<file path="src/rtl/gray_updown_counter_fsm.sv">
// Parametrised Moore up/down counter with enable, synchronous load,
// wrap/saturate mode, terminal-count flags, wrap pulse and Gray output.
//
// Optional feature macro: GRAY_OUT_EN
//   defined   -> gray_o = count_o ^ (count_o >> 1)
//   undefined -> gray_o tied to zero, no decode logic
//
// Ports:
//   clk_i       rising-edge clock
//   rst_ni      synchronous active-low reset
//   en_i        step enable, one step per cycle
//   dir_i       1 = up, 0 = down
//   sat_mode_i  0 = wrap at bounds, 1 = saturate at bounds
//   load_i      synchronous load request (beats en_i)
//   load_val_i  load value, clamped to MAXVAL
//   count_o     current state, binary
//   gray_o      current state, Gray-coded
//   tc_up_o     count_o == MAXVAL
//   tc_down_o   count_o == 0
//   wrap_o      high for one cycle after a wrapping step
module gray_updown_counter_fsm #(
  parameter int unsigned WIDTH  = 3,
  parameter int unsigned MAXVAL = (1 << WIDTH) - 1
) (
  input  logic             clk_i,
  input  logic             rst_ni,
  input  logic             en_i,
  input  logic             dir_i,
  input  logic             sat_mode_i,
  input  logic             load_i,
  input  logic [WIDTH-1:0] load_val_i,
  output logic [WIDTH-1:0] count_o,
  output logic [WIDTH-1:0] gray_o,
  output logic             tc_up_o,
  output logic             tc_down_o,
  output logic             wrap_o
);

  localparam logic [WIDTH-1:0] MaxCnt = WIDTH'(MAXVAL);

  typedef enum logic [1:0] {
    ActHold,
    ActLoad,
    ActStep
  } act_e;

  logic [WIDTH-1:0] count_q, count_d;
  logic             wrap_q, wrap_d;
  act_e             act;
  logic             at_max, at_zero, out_of_range;

  assign at_max       = (count_q == MaxCnt);
  assign at_zero      = (count_q == '0);
  assign out_of_range = (count_q > MaxCnt);

  always_comb begin
    act = ActHold;
    if (load_i) begin
      act = ActLoad;
    end else if (en_i) begin
      act = ActStep;
    end
  end

  always_comb begin
    count_d = count_q;
    wrap_d  = 1'b0;
    unique case (act)
      ActLoad: begin
        count_d = (load_val_i > MaxCnt) ? MaxCnt : load_val_i;
      end
      ActStep: begin
        if (out_of_range) begin
          // Unreachable state: recover to a legal value.
          count_d = '0;
        end else if (dir_i) begin
          if (!at_max) begin
            count_d = count_q + WIDTH'(1);
          end else if (!sat_mode_i) begin
            count_d = '0;
            wrap_d  = 1'b1;
          end
        end else begin
          if (!at_zero) begin
            count_d = count_q - WIDTH'(1);
          end else if (!sat_mode_i) begin
            count_d = MaxCnt;
            wrap_d  = 1'b1;
          end
        end
      end
      default: begin
        if (out_of_range) begin
          count_d = '0;
        end
      end
    endcase
  end

  always_ff @(posedge clk_i) begin
    if (!rst_ni) begin
      count_q <= '0;
      wrap_q  <= 1'b0;
    end else begin
      count_q <= count_d;
      wrap_q  <= wrap_d;
    end
  end

  assign count_o   = count_q;
  assign tc_up_o   = at_max;
  assign tc_down_o = at_zero;
  assign wrap_o    = wrap_q;

`ifdef GRAY_OUT_EN
  assign gray_o = count_q ^ (count_q >> 1);
`else
  assign gray_o = '0;
`endif

endmodule

</file>
<file path="config.mk">
export PLATFORM = sky130hd
export DESIGN_NAME = gray_updown_counter_fsm
export DESIGN_NICKNAME = d
export VERILOG_FILES = /design/src/rtl/gray_updown_counter_fsm.sv
export SDC_FILE = /design/constraint.sdc
export NUM_CORES = 1
export LEC_CHECK = 0
export BUFFER_PORTS_ARGS = -buffer_cell sky130_fd_sc_hd__buf_2
export CAP_MARGIN = 10
export CORE_AREA = 3 3 40 42
export DETAILED_ROUTE_END_ITERATION = 8
export DIE_AREA = 0 0 43 45
export PLACE_DENSITY = 0.63
export SLEW_MARGIN = 20
export SYNTH_ARGS = -nofsm -noshare
export SYNTH_HDL_FRONTEND = slang
export SYNTH_SLANG_ARGS = --single-unit
</file>
<file path="constraint.sdc">
create_clock -name clk_i -period 2 [get_ports clk_i]
set_input_delay 0 -clock clk_i [delete_from_list [all_inputs] [get_ports clk_i]]
set_output_delay 0 -clock clk_i [all_outputs]
set_load 0.02 [all_outputs]
</file>
* After elaboration in Yosys (flattened, before gate mapping)
Index checks and enable logic that the tools add are counted.
** Storage, ports and cells
- Bits in registers :: 4
- Bits in latches :: 0
- Bits in writable memories :: 0
- Bits in read-only memories :: 0
- Output and inout bits :: 9
- Word-level logic and storage cells :: 32
- Memories kept :: 0
** Cells by class
- Add/sub/neg operators :: 2
- Multiply operators :: 0
- Div/mod/pow operators :: 0
- Magnitude comparators :: 2
- Eq/ne operators :: 5
- Shifts and indexed selects :: 0
- Multiplexer cells :: 15
- Bitwise logic cells :: 2
- Reduce and logical (&&, ||, !) cells :: 4
** Operators with widths (number)
- $mux 3 :: 8
- $ne 5x5->1 const B :: 2
- $gt 3x3->1 const B :: 2
- $pmux 3 s2 :: 1
- $mux 1 :: 4
- $mux 2 :: 2
- $add 3x1->3 const B :: 1
- $eq 3x3->1 const B :: 1
- $logic_not 3->1 :: 1
- $reduce_and 3->1 :: 1
- $reduce_bool 3->1 :: 1
- $reduce_or 3->1 :: 1
- $sub 3x1->3 const B :: 1
- $eq 2x1->1 const B :: 1
- $eq 2x2->1 const B :: 1
- $not 1->1 :: 2

* Logic depth before layout (Yosys ltp)
Gate-level depths: netlist of the first run.
- Depth after elaboration :: 5
- Gate-level depth with buffers :: 6
- Mapped depth without buffers :: 6

* Worst setup path after synthesis of the first run
Ideal clock, no wire load.
- Path type :: flip-flop to flip-flop
- Start point :: register count_q[0], in the netlist count_o[0]
- End point :: register count_q[0], in the netlist count_o[0]
- Setup time :: 0.122 ns
- Arrival time :: 1.577 ns
- Setup slack :: 0.302 ns
- Cell stages (with the launch flop) :: 7
- Path buffers :: 0
- Path through :: dfxtp_1 > ha_1 > ha_1 > nand4b_1 > and3_1 > a22oi_1 > a21oi_2
** Between the ends
- Word-level cells in the longest chain between the ends :: 5
- Elaborated cells between the ends (all ways) :: 14
** Ends and longest elaborated chain
- start, declared :: RTL line 47 : logic [WIDTH-1:0] count_q, count_d;
- start signal, assigned :: RTL line 105 : count_q <= count_d;
- $eq 3x3->1 * :: RTL line 52 : assign at_max = (count_q == MaxCnt);
- named net tc_up_o :: RTL line 34 : output logic tc_up_o,
- $mux 3 :: RTL line 77 : if (!at_max) begin
- $mux 3 :: RTL line 76 : end else if (dir_i) begin
- $mux 3 :: RTL line 73 : if (out_of_range) begin
- $pmux 3 s2 :: RTL line 68 : unique case (act)
The timed path passes the listed nets; every way through them passes the cells marked *.
A chain may end at the register's enable or synchronous reset.

* Worst setup path after layout of the first run
- Start point :: register count_q[0], in the netlist count_o[0]
- End point :: register count_q[0], in the netlist count_o[0]
** Between the ends
- Word-level cells in the longest chain between the ends :: 5
- Elaborated cells between the ends (all ways) :: 14
** Ends and longest elaborated chain
- $sub 3x1->3 (tied with other cells) :: RTL line 85 : count_d = count_q - WIDTH'(1);
- $mux 3 (on tied branches) :: RTL line 84, 77
- $mux 3 :: RTL line 76
- $mux 3 :: RTL line 73
- $pmux 3 s2 :: RTL line 68
Parallel ways exist; a longest one is shown, timed or not.

==> results of run 1 <==
==> worst max path at each step <==
stage / cells past startpoint / end
final: 6 / count_o[0]
after global placement: 6 / count_o[0]
after CTS: 6 / count_o[0]
after global routing: 6 / count_o[0]
after floorplan: 6 / count_o[0]
after detailed placement: 6 / count_o[0]
==> through the flow <==
stage | setup slack (ns) | utilization [%]
CTS | 0.335 | 39.9
floorplan | 0.302 | -
global route | 0.209 | 39.9
global placement | 0.415 | 38.2
detailed placement | 0.344 | 38.2
finish | 0.339 | 39.9
==> worst max-delay path, cell delays in order (launching register included) <==
cell,delay [ns]
dfxtp_1,0.34
ha_1,0.23
ha_1,0.23
nand4b_1,0.22
and3_1,0.25
a22oi_1,0.19
a21oi_2,0.07
==> state kept, by name (all words and copies together) (netlist names) <==
name	flops
wrap_o	1
count_o	3
==> layout make-up <==
| class | instances | area [µm²] | area share, % |
|---|---|---|---|
| clock buffers | 3 | 22.5 | 4.39 |
| flip-flops and latches | 4 | 80.1 | 15.6 |
| repair buffers | 14 | 70.1 | 13.7 |
| multi-input cells | 39 | 298 | 58.0 |
| inverters | 6 | 23.8 | 4.63 |
| well taps | 15 | 18.8 | 3.66 |
==> cell usage in the layout, fill, tap and decap left out, drive strengths merged, types with 2 or more instances in the layout <==
| cell | instances |
|---|---|
| a31oi | 2 |
| dfxtp | 4 |
| nand2 | 6 |
| o21ai | 4 |
| buf | 14 |
| ha | 5 |
| a21oi | 2 |
| o311ai | 3 |
| conb | 3 |
| inv | 5 |
| clkbuf | 3 |
==> where the power goes <==
group,internal (W),switching (W),total (W)
Sequential,0.0000860,0.0000101,0.0000961
Combinational,0.0000402,0.0000601,0.000100
Clock,0.0000671,0.0000324,0.0000994
Total,0.000193,0.000103,0.000296
==> cell families (layout without fill, tap and decap cells) <==
logic type / after synthesis / count (layout) / synth area share [%]
buffers and inverters: 10 / 23 / 13.4
adder cells (fa/ha/maj): 5 / 5 / 14.6
AND/OR/NAND/NOR: 15 / 15 / 24.9
AO/OA/AOI/OAI: 16 / 16 / 27.5
flip-flops: 4 / 4 / 18.7
other: 1 / 3 / 0.876
==> layer usage <==
layer  part of all wire, %  GRT usage [%]  up-vias
met4                     0           7.23        0
met5                     0              0        -
met1                    47           13.2      186
li1                      -              -      210
met3                   5.6           1.20        0
met2                    47           20.1       12
==> out/results.tsv, run 1 <==
metric	value	unit
Worst Setup SP	count_o[0]	
Fin Setup TNS	0	ns
final wirelength	986	µm
reg-to-reg slack, setup	0.34	ns
FF+latch count, synth	4	
Fillers	135	
setup violators final	0	
placed cell areas	490	µm²
layout cells sized above 1	37.9	%
Lkg Pwr	0.272	nW
WL/cell	12.2	µm
postcts setup bufs	0	
Die H	45	µm
sequential area share after synthesis	18.7	%
Synth async-reset ratio	0	%
Avg Cell Area, Syn	8.39	µm²
Gate Count Post-Synth	51	
crit path kind	register to register	
pwr/cell area	577	nW/µm²
GR Overflow Total	0	
initial antenna violation count	0	
Crit path required time	2.11	ns
fin crit share	83.0	%
status	finished clean	
clk_skew	0.00213	ns
Arrival @ worst endpoint	1.77	ns
site row count	13	
Primary FF master, synth	dfxtp_1	
CTS buffer count	3	
hold_buf cts	0	
hold wc startpoint	rst_ni	
Max Slew Vio Count	0	
number of global-route vias before repair	411	
post-cts resize count	0	
count leader, synth	nand2_1	
hold depth	3	
Startpoint Class	register	
Clk Latency, worst-skew pair	0.23	ns
cells taking the most area after synthesis	dfxtp_1 19%, ha_1 15%, nor4bb_4 5.8%	
GRT Total Usage	11.4	%
Synth Cell Area	428	µm²
final-stage net count	82	
H-Tree Depth	1	
Antenna Nets Post-Route	0	
Final Power	0.000296	W
global-route wire length before repair	1660	µm
CTS root buf	clkbuf_4	
hold slack	0.0229	ns
DRC	0	
Critical Path End Type	register	
fin crit period	1.66	ns
I/O pin cnt	18	
EDFF count, synth	0	
CTS tree	built	
min-delay worst type	input port to register	
Layout area overhead	19.9	%
Clock Tree Buf Depth	2	
max-cap violations	0	
Yosys Warn Count	0	
crit-path max FO	5	
Final Non-Filler Cells	81	
largest net degree at the start of global routing	11	
max frequency	602	MHz
starting density of the core	33.3	%
Via density	5.04	
Port Buf Inserts	14	
RSZ-0062 raised after global routing	no	
number of diodes	0	
Post-DP HPWL	829	µm
Core ar.	1280	µm²
Die W	43	µm
maximum VDD drop	0.000146	V
Iteration-0 DRC Markers	5	
post-synth top area share	18.7	%
reg2reg start	count_o[0]	
Post-synth top cells	6 x nand2_1, 5 x ha_1, 4 x dfxtp_1, 4 x inv_1	
die area	1940	µm²
Inst Count DP	78	
Reg2Reg Capture Point	count_o[0]	
Final Hold Viols	0	
final instance area	513	µm²
clk sinks	4	
clock transition at the registers of the reported paths	0.04	ns
R2R cell count	6	
Min-Delay Endpoint	count_o[1]	
DR vias	408	
total iterations of the first detailed-routing run	4	
count of cell types in the netlist	29	
post-synth top area cell	dfxtp_1	
GPL Wtd Cong	0.762	
Power figures use the tool's default switching activity.
==> run 2, diff against run 1 <==
ABC_AREA = 1   (was not set)
PLACE_DENSITY = 0.65   (was 0.63)
clock period = 1.4 ns   (was 2 ns; I/O delays follow)
==> out/results.tsv, run 2 <==
metric	value	unit	change
status	finished clean		unchanged
Antenna Nets Post-Route	0		unchanged
reg-to-reg slack, setup	0.06	ns	was 0.34 ns
crit path kind	register to register		unchanged
DR vias	453		was 408
RSZ-0062 raised after global routing	yes		was no
fin crit share	95.5	%	was 83.0%
DRC	0		unchanged
clk sinks	4		unchanged
Post-synth top cells	27 x nand2_1, 9 x inv_1, 8 x nor2_1		was 6 x nand2_1, 5 x ha_1, 4 x dfxtp_1, 4 x inv_1
cells taking the most area after synthesis	nand2_1 24%, dfxtp_1 19%, ha_1 15%		was dfxtp_1 19%, ha_1 15%, nor4bb_4 5.8%
WL/cell	9.87	µm	was 12.2 µm
count of cell types in the netlist	15		was 29
clk_skew	0.00545	ns	was 0.00213 ns
GR Overflow Total	0		unchanged
crit-path max FO	6		was 5
maximum VDD drop	0.000286	V	was 0.000146 V
max frequency	748	MHz	was 602 MHz
CTS root buf	clkbuf_4		unchanged
H-Tree Depth	1		unchanged
post-route core utilization	46.1	%	was 39.9%
R2R cell count	9		was 6
number of diodes	0		unchanged
global-route wire length before repair	1480	µm	was 1660 µm
hold wc startpoint	rst_ni		unchanged
Max Slew Vio Count	0		unchanged
FF+latch count, synth	4		unchanged
Final Non-Filler Cells	103		was 81
final instance area	592	µm²	was 513 µm²
Via density	4.40		was 5.04
Die H	45	µm	unchanged
Primary FF master, synth	dfxtp_1		unchanged
post-synth top area share	23.8	%	was 18.7%
Critical Path End Type	register		unchanged
commonest non-fill, non-tap cell in the layout	nand2_1		was buf_2
EDFF count, synth	0		unchanged
layout cells sized above 1	38.6	%	was 37.9%
Clk Latency, worst-skew pair	0.24	ns	was 0.23 ns
Port Buf Inserts	14		unchanged
Inst Count DP	99		was 78
min-delay worst type	input port to register		unchanged
Yosys Warn Count	0		unchanged
largest net degree at the start of global routing	7		was 11
CTS buffer count	3		unchanged
Startpoint Class	register		unchanged
Clock Tree Buf Depth	2		unchanged
I/O pin cnt	18		unchanged
final wirelength	1020	µm	was 986 µm
number of global-route vias before repair	383		was 411
placed cell areas	517	µm²	was 490 µm²
hold depth	3		unchanged
GPL Wtd Cong	0.767		was 0.762
CTS tree	built		unchanged
reg2reg start	count_o[0]		unchanged
Synth async-reset ratio	0	%	unchanged
Layout area overhead	39.1	%	was 19.9%
sequential area share after synthesis	18.8	%	was 18.7%
Lkg Pwr	0.335	nW	was 0.272 nW
most frequent cells in the layout	24 x nand2_1, 14 x buf_2, 8 x inv_1		was 14 x buf_2, 6 x nand2_1, 5 x ha_1
initial antenna violation count	0		unchanged
Iteration-0 DRC Markers	10		was 5
post-synth top area cell	nand2_1		was dfxtp_1
max-cap violations	0		unchanged
count leader, synth	nand2_1		unchanged
Avg Cell Area, Syn	5.99	µm²	was 8.39 µm²
fin crit period	1.34	ns	was 1.66 ns
setup violators final	0		unchanged
total iterations of the first detailed-routing run	4		unchanged
starting density of the core	33.1	%	was 33.3%
slack of the critical path	0.0627	ns	was 0.339 ns
Core ar.	1280	µm²	unchanged
clock transition at the registers of the reported paths	0.04	ns	about the same
Final Hold Viols	0		unchanged
final-stage net count	104		was 82
pre-CTS setup slack	0.0109	ns	was 0.344 ns
pwr/cell area	768	nW/µm²	was 577 nW/µm²
site row count	13		unchanged
Gate Count Post-Synth	71		was 51
Arrival @ worst endpoint	1.50	ns	was 1.77 ns
die area	1940	µm²	unchanged
Min-Delay Endpoint	count_o[1]		unchanged
Die W	43	µm	unchanged
Post-DP HPWL	806	µm	was 829 µm
Reg2Reg Capture Point	count_o[0]		unchanged
Crit path required time	1.56	ns	was 2.11 ns
GRT Total Usage	10.6	%	was 11.4%
Synth Cell Area	425	µm²	was 428 µm²
max reg flops	3		unchanged
hold slack	0.00945	ns	was 0.0229 ns
[run 2: cell types whose count changed after synthesis, sizes merged, moves of 2 or more]
cell | before | now
nand2 | 6 | 27
nand3 | 0 | 5
o21ai | 4 | 0
inv | 5 | 12
a21oi | 2 | 0
o311ai | 3 | 0
nor2 | 1 | 9
nand4 | 0 | 2
a31oi | 2 | 0
[run 2: cells by family after synthesis]
kind of cell	count (synthesis)	share of synthesized area (%)
buf+inv	15	15.9
compound gates	2	3.53
fa+ha+maj	5	14.7
simple gates	44	46.2
other cells	1	0.882
flops	4	18.8
[run 2: power by group]
| part | leakage [nW] | switching (W) | internal [W] | total [W] |
|---|---|---|---|---|
| Clock | 0.0138 | 0.0000542 | 0.0000964 | 0.000151 |
| Combinational | 0.288 | 0.000106 | 0.0000619 | 0.000168 |
| Sequential | 0.0339 | 0.0000129 | 0.000123 | 0.000136 |
[run 2: how the worst max path moves through the flow]
stage | from | slack (ns) | endpoint
after floorplan | count_o[0] | 0.02 | count_o[1]
after global placement | count_o[0] | 0.05 | count_o[0]
after detailed placement | count_o[0] | 0.01 | count_o[1]
after CTS | count_o[0] | 0.0008 | count_o[0]
after global routing | count_o[0] | -0.03 | count_o[0]
final | count_o[0] | 0.06 | count_o[0]
[run 2: per-stage QoR]
stage | power, W | setup TNS (ns)
5_1_grt | 0.000489 | -0.0302
2_1_floorplan | 0.000249 | 0
3_3_place_gp | 0.000287 | 0
4_1_cts | 0.000441 | 0
3_5_place_dp | 0.000288 | 0
6_report | 0.000454 | 0
[run 2: repair_timing]
| action | in CTS | in global routing |
|---|---|---|
| hold buffers | 1 | 0 |
| hold endpoints to repair | 1 | 0 |
| setup buffers | 0 | 0 |
| pin swaps | 1 | 5 |
| gates resized for setup | 0 | 11 |
| endpoints found under the setup margin | 1 | 3 |
[run 2: cell type report]
class	instances	area [µm²]
tap	15	18.8
timing repair buffer	15	80.1
clock buffer	3	22.5
fill	138	693
inverter	12	45.0
multi-input combinational	54	340
sequential	4	85.1
[run 2: worst max-delay path, cell delays in order (launching register included)]
cell,delay [ns]
dfxtp_4,0.35
ha_4,0.16
ha_4,0.17
nor2_4,0.08
nand2_2,0.08
nand3_2,0.09
nand3_4,0.10
nand2_2,0.08
nand2_1,0.04
nor2_1,0.10
[run 2: metal layers]
layer	wire length, µm	share of wire (%)	GRT usage [%]
met1	440	43	12.5
met2	513	50	16.5
met3	63	6.2	3.59
met4	0	0	7.23
met5	0	0	0
